==> src/rtl/mem_stage_access_pkg.sv <==
// Shared definitions for the memory stage: FSM state encoding, default data-memory base address,
// and the data value substituted when an access is aborted.
// No ports; imported by mem_access_fsm and mem_stage_access.
package mem_stage_access_pkg;

   typedef enum logic [1:0] {
      IDLE   = 2'd0,
      ACCESS = 2'd1,
      DONE   = 2'd2
   } state_e;

   localparam int unsigned DEF_BASE_ADDR = 1024;
   localparam logic [31:0] ABORT_DATA    = 32'hDEADBEEF;

endpackage

==> src/rtl/mem_stage_access_fsm.sv <==
// Data-memory access controller: state register, optional timeout counter, captured read data.
// Latency: IDLE -> ACCESS (waits for mem_ready_i) -> DONE; minimum three cycles per memory op.
// Backpressure: freeze_o holds upstream while a memory op is pending; derived from registers only.
// Ports: clk_i/rst_ni clock and async active-low reset; mem_r_i/mem_w_i registered op flags;
//        mem_ready_i/mem_rdata_i memory response; freeze_o stall; rd_en_o/wr_en_o requests;
//        rdata_o captured data; err_o sticky abort flag.
// Optional: MEM_TIMEOUT_EN enables the ACCESS timeout and err_o; otherwise err_o is tied low.
module mem_access_fsm
   import mem_stage_access_pkg::*;
#(
   parameter int unsigned TIMEOUT = 15
) (
   input  logic        clk_i,
   input  logic        rst_ni,
   input  logic        mem_r_i,
   input  logic        mem_w_i,
   input  logic        mem_ready_i,
   input  logic [31:0] mem_rdata_i,
   output logic        freeze_o,
   output logic        rd_en_o,
   output logic        wr_en_o,
   output logic [31:0] rdata_o,
   output logic        err_o
);

   if (TIMEOUT < 1) begin : g_timeout_chk
      $error("mem_access_fsm: TIMEOUT must be at least 1");
   end

   state_e      state_q;
   logic [31:0] rdata_q;
   logic        memop;

`ifdef MEM_TIMEOUT_EN
   localparam int unsigned CNT_W = (TIMEOUT > 1) ? $clog2(TIMEOUT) : 1;
   logic [CNT_W-1:0] cnt_q;
   logic             err_q;
`endif

   assign memop = mem_r_i | mem_w_i;

   always_ff @(posedge clk_i or negedge rst_ni) begin
      if (!rst_ni) begin
         state_q <= IDLE;
         rdata_q <= '0;
`ifdef MEM_TIMEOUT_EN
         cnt_q   <= '0;
         err_q   <= 1'b0;
`endif
      end else begin
         unique case (state_q)
            IDLE: begin
               if (memop) state_q <= ACCESS;
`ifdef MEM_TIMEOUT_EN
               // Held at zero while idle, so every ACCESS starts from a clean count.
               cnt_q <= '0;
`endif
            end
            ACCESS: begin
               // A response on the final allowed cycle still wins over the abort.
               if (mem_ready_i) begin
                  rdata_q <= mem_rdata_i;
                  state_q <= DONE;
               end
`ifdef MEM_TIMEOUT_EN
               else if (cnt_q == CNT_W'(TIMEOUT - 1)) begin
                  rdata_q <= ABORT_DATA;
                  err_q   <= 1'b1;
                  state_q <= DONE;
               end else begin
                  cnt_q <= cnt_q + 1'b1;
               end
`endif
            end
            DONE:    state_q <= IDLE;
            default: state_q <= IDLE;
         endcase
      end
   end

   // Stall everything until the DONE cycle, when the stage register may reload.
   assign freeze_o = memop & (state_q != DONE);
   // A store takes priority when both flags are set.
   assign wr_en_o  = (state_q == ACCESS) & mem_w_i;
   assign rd_en_o  = (state_q == ACCESS) & mem_r_i & ~mem_w_i;
   assign rdata_o  = rdata_q;

`ifdef MEM_TIMEOUT_EN
   assign err_o = err_q;
`else
   assign err_o = 1'b0;
`endif

endmodule

==> src/rtl/mem_stage_access.sv <==
// Memory stage: EXE/MEM register, data-memory access controller and MEM/WB register.
// Latency: non-memory op one cycle R->WB; memory op valid two edges after memReady.
// Backpressure: freeze stalls IF/ID/EXE while a load/store is outstanding; WB sees bubbles.
// Ports: clk/rst (async active-low); *In execute-stage bundle; freeze stall out;
//        memAddr/memWData/memRdEn/memWrEn/memReady/memRData data-memory handshake;
//        *Out, memDataOut registered write-back bundle; memErr sticky abort flag.
// Optional: MEM_TIMEOUT_EN enables the ACCESS timeout (TIMEOUT cycles) and memErr.
module mem_stage_access
   import mem_stage_access_pkg::*;
#(
   parameter int unsigned BASE_ADDR = DEF_BASE_ADDR,
   parameter int unsigned ADDR_W    = 6,
   parameter int unsigned TIMEOUT   = 15
) (
   input  logic              clk,
   input  logic              rst,
   input  logic              WB_ENIn,
   input  logic              MEM_R_ENIn,
   input  logic              MEM_W_ENIn,
   input  logic [31:0]       ALU_ResIn,
   input  logic [31:0]       Val_RmIn,
   input  logic [3:0]        DestIn,
   output logic              freeze,
   output logic [ADDR_W-1:0] memAddr,
   output logic [31:0]       memWData,
   output logic              memRdEn,
   output logic              memWrEn,
   input  logic              memReady,
   input  logic [31:0]       memRData,
   output logic              WB_ENOut,
   output logic              MEM_R_ENOut,
   output logic [31:0]       ALU_ResOut,
   output logic [31:0]       memDataOut,
   output logic [3:0]        DestOut,
   output logic              memErr
);

   // EXE/MEM stage register
   logic        wb_q;
   logic        mem_r_q;
   logic        mem_w_q;
   logic [31:0] alu_res_q;
   logic [31:0] val_rm_q;
   logic [3:0]  dest_q;

   // MEM/WB register
   logic        wb_out_q;
   logic        mem_r_out_q;
   logic [31:0] alu_out_q;
   logic [31:0] data_out_q;
   logic [3:0]  dest_out_q;

   logic [31:0] cap_data;

   always_ff @(posedge clk or negedge rst) begin
      if (!rst) begin
         wb_q      <= 1'b0;
         mem_r_q   <= 1'b0;
         mem_w_q   <= 1'b0;
         alu_res_q <= '0;
         val_rm_q  <= '0;
         dest_q    <= '0;
      end else if (!freeze) begin
         wb_q      <= WB_ENIn;
         mem_r_q   <= MEM_R_ENIn;
         mem_w_q   <= MEM_W_ENIn;
         alu_res_q <= ALU_ResIn;
         val_rm_q  <= Val_RmIn;
         dest_q    <= DestIn;
      end
   end

   mem_access_fsm #(
      .TIMEOUT (TIMEOUT)
   ) u_fsm (
      .clk_i       (clk),
      .rst_ni      (rst),
      .mem_r_i     (mem_r_q),
      .mem_w_i     (mem_w_q),
      .mem_ready_i (memReady),
      .mem_rdata_i (memRData),
      .freeze_o    (freeze),
      .rd_en_o     (memRdEn),
      .wr_en_o     (memWrEn),
      .rdata_o     (cap_data),
      .err_o       (memErr)
   );

   // Byte address relative to the memory base, as a word index; wraps below the base.
   assign memAddr  = ADDR_W'((alu_res_q - 32'(BASE_ADDR)) >> 2);
   assign memWData = val_rm_q;

   always_ff @(posedge clk or negedge rst) begin
      if (!rst) begin
         wb_out_q    <= 1'b0;
         mem_r_out_q <= 1'b0;
         alu_out_q   <= '0;
         data_out_q  <= '0;
         dest_out_q  <= '0;
      end else if (!freeze) begin
         wb_out_q    <= wb_q;
         mem_r_out_q <= mem_r_q;
         alu_out_q   <= alu_res_q;
         data_out_q  <= cap_data;
         dest_out_q  <= dest_q;
      end else begin
         // Stalled: feed a bubble to write-back, keep the data fields.
         wb_out_q    <= 1'b0;
         mem_r_out_q <= 1'b0;
      end
   end

   assign WB_ENOut    = wb_out_q;
   assign MEM_R_ENOut = mem_r_out_q;
   assign ALU_ResOut  = alu_out_q;
   assign memDataOut  = data_out_q;
   assign DestOut     = dest_out_q;

endmodule

==> config.mk <==
export PLATFORM = sky130hd
export DESIGN_NAME = mem_stage_access
export DESIGN_NICKNAME = d
export VERILOG_FILES = /design/src/rtl/mem_stage_access_pkg.sv /design/src/rtl/mem_stage_access_fsm.sv /design/src/rtl/mem_stage_access.sv
export SDC_FILE = /design/constraint.sdc
export NUM_CORES = 1
export LEC_CHECK = 0
export BUFFER_PORTS_ARGS = -buffer_cell sky130_fd_sc_hd__buf_4
export CORE_MARGIN = 1.5
export CORE_UTILIZATION = 25
export CTS_BUF_LIST = sky130_fd_sc_hd__clkbuf_8
export DETAILED_ROUTE_END_ITERATION = 10
export HOLD_SLACK_MARGIN = 0.08
export PLACE_DENSITY_LB_ADDON = 0.15
export SKIP_CTS_REPAIR_TIMING = 1
export SYNTH_ARGS = -nofsm -noshare
export SYNTH_HDL_FRONTEND = slang
export SYNTH_SLANG_ARGS = --single-unit
==> constraint.sdc <==
create_clock -name clk -period 1.3 [get_ports clk]
set_input_delay 0 -clock clk [delete_from_list [all_inputs] [get_ports clk]]
set_output_delay 0 -clock clk [all_outputs]
set_load 0.01 [all_outputs]
Word-level counts from Yosys, hierarchy flattened --
Cells that the tools add are included.
Storage, ports and cells: bits of input ports 106, output and inout port bits 112, register bits after elaboration 175
Operators by class: mux-type cells 5, equal/unequal tests 4, reduce and logical (&&, ||, !) cells 3, bitwise gates (word level) 6, $add $sub $neg 1
Operators by type and width (count):
- subtractor 8 x 1 -> 8 bit (second input constant) | 1
- AND 1 bit | 4
- 2-to-1 mux 2 bit | 2
- inequality test 2 bit (second input constant) | 2
- one-hot mux 2 bit (2 select lines) | 1
- AND reduction 2 bit | 2
- equality test 2 x 1 -> 1 bit (second input constant) | 1
- logical NOT 2 bit | 1
- 2-to-1 mux 1 bit | 2
- inequality test 2 x 1 -> 1 bit (second input constant) | 1
- NOT 1 bit | 1
- OR 1 bit | 1

Longest topological paths before layout --
Gate-level depths: netlist of run 1.
depth in word-level cells 3, mapped depth 5

Hierarchy --
From an unflattened synthesis of run 1, not the netlist that was laid out.
Unflattened totals: cells, all modules 384, area total of the unflattened synthesis 7064.3 sq um
By module, submodules not included:
- mem_stage_access | cells each 304, times used 1, area each 5634.2 sq um, sequential area each 3528.4 sq um
- mem_access_fsm | cells each 80, times used 1, area each 1430.1 sq um, sequential area each 850.8 sq um

Least setup slack after synthesis of run 1 --
No wires, ideal clock.
path type register to register, start point reg u_fsm.state_q[0], end point reg alu_out_q[0] (netlist: ALU_ResOut[0]), path buffers 2, stages on the path, launching flop included 6, path slack -0.086 ns, arrival 1.261 ns, path through dfrtp_1 > nand2b_4 > o21a_4 > buf_12 > buf_12 > mux2_4
Between the ends: cells in the longest elaborated chain, start to end 2
RTL lines:
- start: declaration | RTL line mem_stage_access_fsm.sv:30 | state_e state_q;
- start signal: assignment | RTL line mem_stage_access_fsm.sv:44 | state_q <= IDLE;
- start signal: assignment | RTL line mem_stage_access_fsm.sv:53 | if (memop) state_q <= ACCESS;
- start signal: assignment | RTL line mem_stage_access_fsm.sv:63 | state_q <= DONE;
- inequality test 2 bit | RTL line mem_stage_access_fsm.sv:82 | assign freeze_o = memop & (state_q != DONE);
- AND 1 bit | RTL line mem_stage_access_fsm.sv:82
- end signal: assignment | RTL line mem_stage_access.sv:103 | alu_out_q <= alu_res_q;
- end: declaration | RTL line mem_stage_access.sv:49 | logic [31:0] alu_out_q;
Every way passes these cells. A chain may end at the register's enable or synchronous reset.

Worst setup path after layout of run 1 --
start point reg u_fsm.state_q[1], end point out memRdEn
Between the ends: cells in the longest elaborated chain, start to end 3
RTL lines:
- equality test 2 x 1 -> 1 bit | RTL line mem_stage_access_fsm.sv:85 | assign rd_en_o = (state_q == ACCESS) & mem_r_i & ~mem_w_i;
- AND 1 bit (2 in a row) | RTL line mem_stage_access_fsm.sv:85
- end: declaration | RTL line mem_stage_access.sv:26 | output logic memRdEn,
Every way passes these cells.

==> summary.md, run 1 <==
| Metric | Value |
|---|---|
| Status | `finished, violations left` |
| Failing checks | `negative setup slack` |
| Area share of the largest cell type after synthesis | `61.7%` |
| Total wire length | `18.1 mm` |
| CP max FO | `2` |
| Fraction of layout cells with a size suffix above 1 | `61.8%` |
| Crit path max-delay family | `flip-flops` |
| Mean Syn Cell Area | `18.4 um2` |
| CTS clk-pin slew, worst paths | `110 ps` |
| Pin count of the biggest net entering global routing | `41` |
| Initial Utilization | `25.5%` |
| DRC | `0` |
| Die area | `0.0294 mm2` |
| Leakage | `5.68 nW` |
| Post-synthesis cell area | `0.00710 mm2` |
| WS Path Type | `reg -> out` |
| Clock sinks | `175` |
| DRC marker count from the first detailed-route iteration | `89` |
| GRT overflow | `0` |
| Worst setup SP type | `flop` |
| Total placed cells including tap cells | `973` |
| Pre-antenna DRT Iters | `3` |
| CP arrival | `1600 ps` |
| Area growth, synth to finish | `61.0%` |
| Fmax | `627 MHz` |
| Setup crit end kind | `output pin` |
| Core ar. | `0.0279 mm2` |
| Non-Filler Instances | `1147` |
| Critical-path cell list | `buf_6 > nor2b_4 > buf_6 > nor3b_4 > buf_6` |
| Final critical-path required period | `1600 ps` |
| Initial antenna violation count | `0` |
| Clock skew | `19.1 ps` |
| Synth Flop Type | `dfrtp_1` |
| Setup Slack @ Placement | `-254 ps` |
| CTS Buf Count | `17` |
| Final HPWL DP | `10.8 mm` |
| DRT antenna net count | `0` |
| GPL Wtd Cong | `0.680` |
| CTS tree | `done` |
| Worst vdd ir | `1250 uV` |
| Synth Instances | `386` |
| Via density per instance | `3.96` |
| Vias after detailed routing | `4540` |
| Crit path buffers/inverters | `3` |
| EDFF count, synth | `0` |
| FF+latch count, synth | `175` |
| Clk_lat worst skew | `460 ps` |
| Number of port buffers | `216` |
| # IOs | `218` |
| Placed Area | `0.00914 mm2` |
| Design Power | `28.1 mW` |
| PwrDens | `2460 mW/mm2` |
| Post-Syn Nets | `492` |
| Crit path setup slack, layout | `-295 ps` |
| Final core utilization | `41.0%` |
| Reg area | `0.00438 mm2` |
| Vias in the first global route | `4415` |
| Synth cell types | `20` |
| Most common cell in the netlist | `dfrtp_1` |
| Final-stage net count | `862` |
| RSZ-0062 raised after global routing | `yes` |
| Seq/Total Area, Yosys | `61.7%` |
| First-pass GRT wire length | `24.0 mm` |
| # Max-Cap Violations | `0` |
| Final Slew Violations | `0` |
| Critical path required time | `1300 ps` |
| Async SR Flop Fraction | `100%` |
| Synth top area cells | `dfrtp_1, mux2_4, mux2_2` |
| Drt wl/cell | `15.8 um` |
| CTS H-Tree Depth | `4` |
| Yosys top cell by area | `dfrtp_1` |
| Die Y | `172 um` |
| Most instantiated cells after synthesis | `dfrtp_1, mux2_4, mux2_2, buf_12, buf_4` |
| GRT Overall Usage | `10.7%` |
| Cell mode on critical path | `buf_6` |
| Slowest Stage Delay on Critical Path | `450 ps` |
| Critical-path top delay cell | `dfrtp_1` |
| Final setup violation count | `173` |
| Setup_tns | `-32980 ps` |
| Worst min path class | `in -> reg` |
| Cell Rows | `61` |
| CTS root buf | `clkbuf_8` |
| Worst-case hold slack | `298 ps` |
| Ant. Diodes | `0` |
| Final hold vios | `0` |
| Final instance area | `0.0114 mm2` |
| Fill cells | `2542` |
| Fin crit share | `123%` |
| Die Span X | `172 um` |
| CTS Buffer Depth | `2` |
| Ys Warns | `0` |
| Multi-input gate area | `0.00254 mm2` |
final cells by class:
| type | instances | area share [%] |
|---|---|---|
| Inverter | 2 | 0.0657 |
| Multi-Input combinational cell | 184 | 22.2 |
| Clock buffer | 17 | 2.05 |
| Timing Repair Buffer | 376 | 31.7 |
| Sequential cell | 175 | 38.3 |
| Tap cell | 378 | 4.14 |
| Clock inverter | 15 | 1.52 |
placed cells by master (no fill, tap or decap), types with 2 or more instances in the layout:
master,instances
buf_6,15
mux2_2,32
clkbuf_16,11
inv_6,3
bufinv_16,2
clkinvlp_4,4
dfrtp_1,175
buf_16,3
dlygate4sd3_1,106
inv_8,4
nand2_1,2
buf_8,6
buf_4,221
inv_1,3
buf_12,14
a22o_1,2
clkbuf_8,17
mux2_4,137
state kept, by name (all words and copies together), names as in the netlist:
signal         cells
memDataOut        32
dest_q             4
ALU_ResOut        32
alu_res_q         32
mem_w_q            1
MEM_R_ENOut        1
mem_r_q            1
u_fsm.rdata_o     32
memWData          32
wb_q               1
DestOut            4
WB_ENOut           1
u_fsm.state_q      2
layer usage:
metal  vias up  track usage (%)  share of wire (%)
met1      2309             12.6                 44
met4         0             3.32               0.97
met5         -                0                  0
met2       135             17.7                 48
met3        10             4.67                6.4
li1       2086                -                  -
report_power, final:
| group | leakage [nW] | internal, mW | switching [mW] | total (mW) |
|---|---|---|---|---|
| Clock | 0.198 | 1.77 | 2.21 | 3.99 |
| Combinational | 3.43 | 9.49 | 4.73 | 14.2 |
| Sequential | 2.05 | 8.27 | 1.64 | 9.91 |
| Total | 5.68 | 19.5 | 8.57 | 28.1 |
worst reg2reg max path, cell delays in order (launching register included):
cell and delay, ps:
dfrtp_1 410, nand2b_4 160, o21a_4 140, buf_8 150, buf_12 140, clkbuf_16 170, mux2_4 300
kinds of logic after synthesis:
logic type	after synthesis	share of synthesized area, %
buffers and inverters	27	4.65
muxes	169	32.2
AOI/OAI and AO/OA	4	0.564
and+or+nand+nor	10	0.881
DFF	175	61.7
other	1	0.0528
worst paths after layout:
check	start	endpoint	slack, ps	depth (start not counted)
max	u_fsm.state_q[1]$_DFFE_PN0P_	memRdEn	-300	5
min	Val_RmIn[30]	memWData[30]$_DFFE_PN0N_	300	3
max reg2reg	u_fsm.state_q[0]$_DFFE_PN0P_	memDataOut[1]$_DFFE_PN0N_	-260	6
min reg2reg	u_fsm.rdata_o[10]$_DFFE_PN0P_	memDataOut[10]$_DFFE_PN0N_	500	1
max in group asynchronous	rst	alu_res_q[8]$_DFFE_PN0N_	180	4
min in group asynchronous	rst	memWData[26]$_DFFE_PN0N_	520	3
No activity file was read; power rests on OpenSTA's default activity.
==> run 2, diff against run 1 <==
--- a/constraint.sdc
+++ b/constraint.sdc
@@ -3,2 +3,2 @@
 set_output_delay 0 -clock clk [all_outputs]
-set_load 0.01 [all_outputs]
+set_load 0.1 [all_outputs]
==> run 2 against run 1 <==
Against the previous run: the flow still finishes with violations (negative setup slack); register-to-register slack worse by 30 ps; clock-buffer cell count is 1 higher; via count decreased by 0.29%; global-route usage rose by 0.20 points; fmax fell by 2.5%; sequential cell count did not move; wire length down 0.55%; sequential share of layout area rose by 0.18 points; critical path depth did not move; final cell count shrank 0.26%; first-iteration DRC count rose by 38%; critical path type unchanged.
==> summary.md, run 2 (synthesized netlist as in run 1, its figures left out) <==
| Metric | Value |
|---|---|
| Status | `finished, violations left` |
| Failing checks | `negative setup slack` |
| Fill cells | `2586 (+1.7%)` |
| Clk_lat worst skew | `450 ps (about the same)` |
| Fraction of layout cells with a size suffix above 1 | `61.9% (+0.11 points)` |
| Crit path setup slack, layout | `-336 ps (-40.4 ps)` |
| Final critical-path required period | `1640 ps (+40.4 ps)` |
| Fin crit share | `126% (+3.1 points)` |
| First-pass GRT wire length | `24.5 mm (+2.1%)` |
| WS Path Type | `reg -> out` |
| Pre-antenna DRT Iters | `3 (unchanged)` |
| Final core utilization | `40.8% (-0.18 points)` |
| Die Span X | `172 um (unchanged)` |
| GPL Wtd Cong | `0.668 (-1.8%)` |
| GRT overflow | `0 (unchanged)` |
| Critical path required time | `1300 ps (about the same)` |
| RSZ-0062 raised after global routing | `yes` |
| Initial Utilization | `25.5% (unchanged)` |
| Core ar. | `0.0279 mm2 (unchanged)` |
| Commonest non-fill, non-tap cells in the layout | `buf_4, dfrtp_1, mux2_4` |
| CTS root buf | `clkbuf_8` |
| Vias after detailed routing | `4527 (-0.29%)` |
| Clock skew | `22.2 ps (+3.11 ps)` |
| CTS Buf Count | `17 (unchanged)` |
| Fmax | `611 MHz (-2.5%)` |
| Area growth, synth to finish | `60.3%` |
| Die Y | `172 um (unchanged)` |
| Initial antenna violation count | `0 (unchanged)` |
| Drt wl/cell | `15.7 um (-0.29%)` |
| Worst setup SP type | `flop` |
| CP arrival | `1640 ps (+40 ps)` |
| DRC marker count from the first detailed-route iteration | `123 (+38%)` |
| CTS H-Tree Depth | `4 (unchanged)` |
| Total wire length | `18.0 mm (-0.55%)` |
| Final-stage net count | `859 (-0.35%)` |
| # Max-Cap Violations | `0 (unchanged)` |
| Final HPWL DP | `11.2 mm (+3.4%)` |
| CTS tree | `done` |
| DRC | `0 (unchanged)` |
| Final Slew Violations | `0 (unchanged)` |
| GRT Overall Usage | `10.9% (+0.20 points)` |
| Via density per instance | `3.96 (about the same)` |
| Pin count of the biggest net entering global routing | `41 (unchanged)` |
| Number of port buffers | `216 (unchanged)` |
| Vias in the first global route | `4543 (+2.9%)` |
| Commonest non-fill, non-tap cell in the layout | `buf_4` |
| Setup crit end kind | `output pin` |
| DRT antenna net count | `0 (unchanged)` |
| Final hold vios | `0 (unchanged)` |
| Ant. Diodes | `0 (unchanged)` |
| Final setup violation count | `171 (-1.2%)` |
| CTS clk-pin slew, worst paths | `110 ps (about the same)` |
| Worst min path class | `in -> reg` |
| CP max FO | `2 (unchanged)` |
| # IOs | `218 (unchanged)` |
| Cell Rows | `61 (unchanged)` |
| CTS Buffer Depth | `2 (unchanged)` |
| Die area | `0.0294 mm2 (unchanged)` |
| Clock sinks | `175 (unchanged)` |
## run 2: final cells by class
| type | instances | area [um2] | area share, % |
|---|---|---|---|
| Sequential cell | 175 | 4380 | 38.5 |
| Clock inverter | 14 | 156 | 1.37 |
| Inverter | 2 | 7.51 | 0.0660 |
| Clock buffer | 18 | 248 | 2.18 |
| Tap cell | 378 | 473 | 4.16 |
| Timing Repair Buffer | 373 | 3570 | 31.4 |
| Multi-Input combinational cell | 184 | 2540 | 22.4 |
## run 2: worst paths after layout
path                                               startpoint                         end  slack, ps  cells past startpoint
worst max-delay path             u_fsm.state_q[1]$_DFFE_PN0P_                     memRdEn       -340                      5
worst min-delay path                             Val_RmIn[27]    memWData[27]$_DFFE_PN0N_        310                      3
worst max register to register   u_fsm.state_q[1]$_DFFE_PN0P_  ALU_ResOut[28]$_DFFE_PN0N_       -290                      6
worst min register to register  u_fsm.rdata_o[16]$_DFFE_PN0P_  memDataOut[16]$_DFFE_PN0N_        490                      1
max in group asynchronous                                 rst      DestOut[0]$_DFFE_PN0N_        190                      4
min in group asynchronous                                 rst   ALU_ResOut[4]$_DFFE_PN0N_        540                      3
## run 2: per-stage QoR
step | worst slack [ps] | hold slack [ps] | cells | setup TNS, ps | area, um2
4_1_cts | -563 | -605 | 1019 | -22350 | 9740
2_1_floorplan | -123 | -296 | 386 | -13130 | 7210
3_3_place_gp | -151 | -69.1 | 987 | -17500 | 9330
6_report | -336 | 310 | 1144 | -28640 | 11400
3_5_place_dp | -176 | -65.4 | 987 | -20420 | 9330
5_1_grt | -435 | 274 | 1144 | -37090 | 11400
## run 2: worst max-delay path, cell delays in order (launching register included)
cell	delay (ps)
dfrtp_1	430
buf_6	140
nor2b_4	120
buf_6	100
nor3b_4	210
buf_12	200
## run 2: per-layer routing
metal / part of all wire (%) / global-route usage (%)
met2: 48 / 18.0
met1: 45 / 12.7
met5: 0 / 0
met4: 1.1 / 3.89
met3: 6.0 / 4.65
Power of run 2 is left out: the tool's default activity adds up to more than one toggle a clock period on the data nets, which glitch-free logic cannot reach.
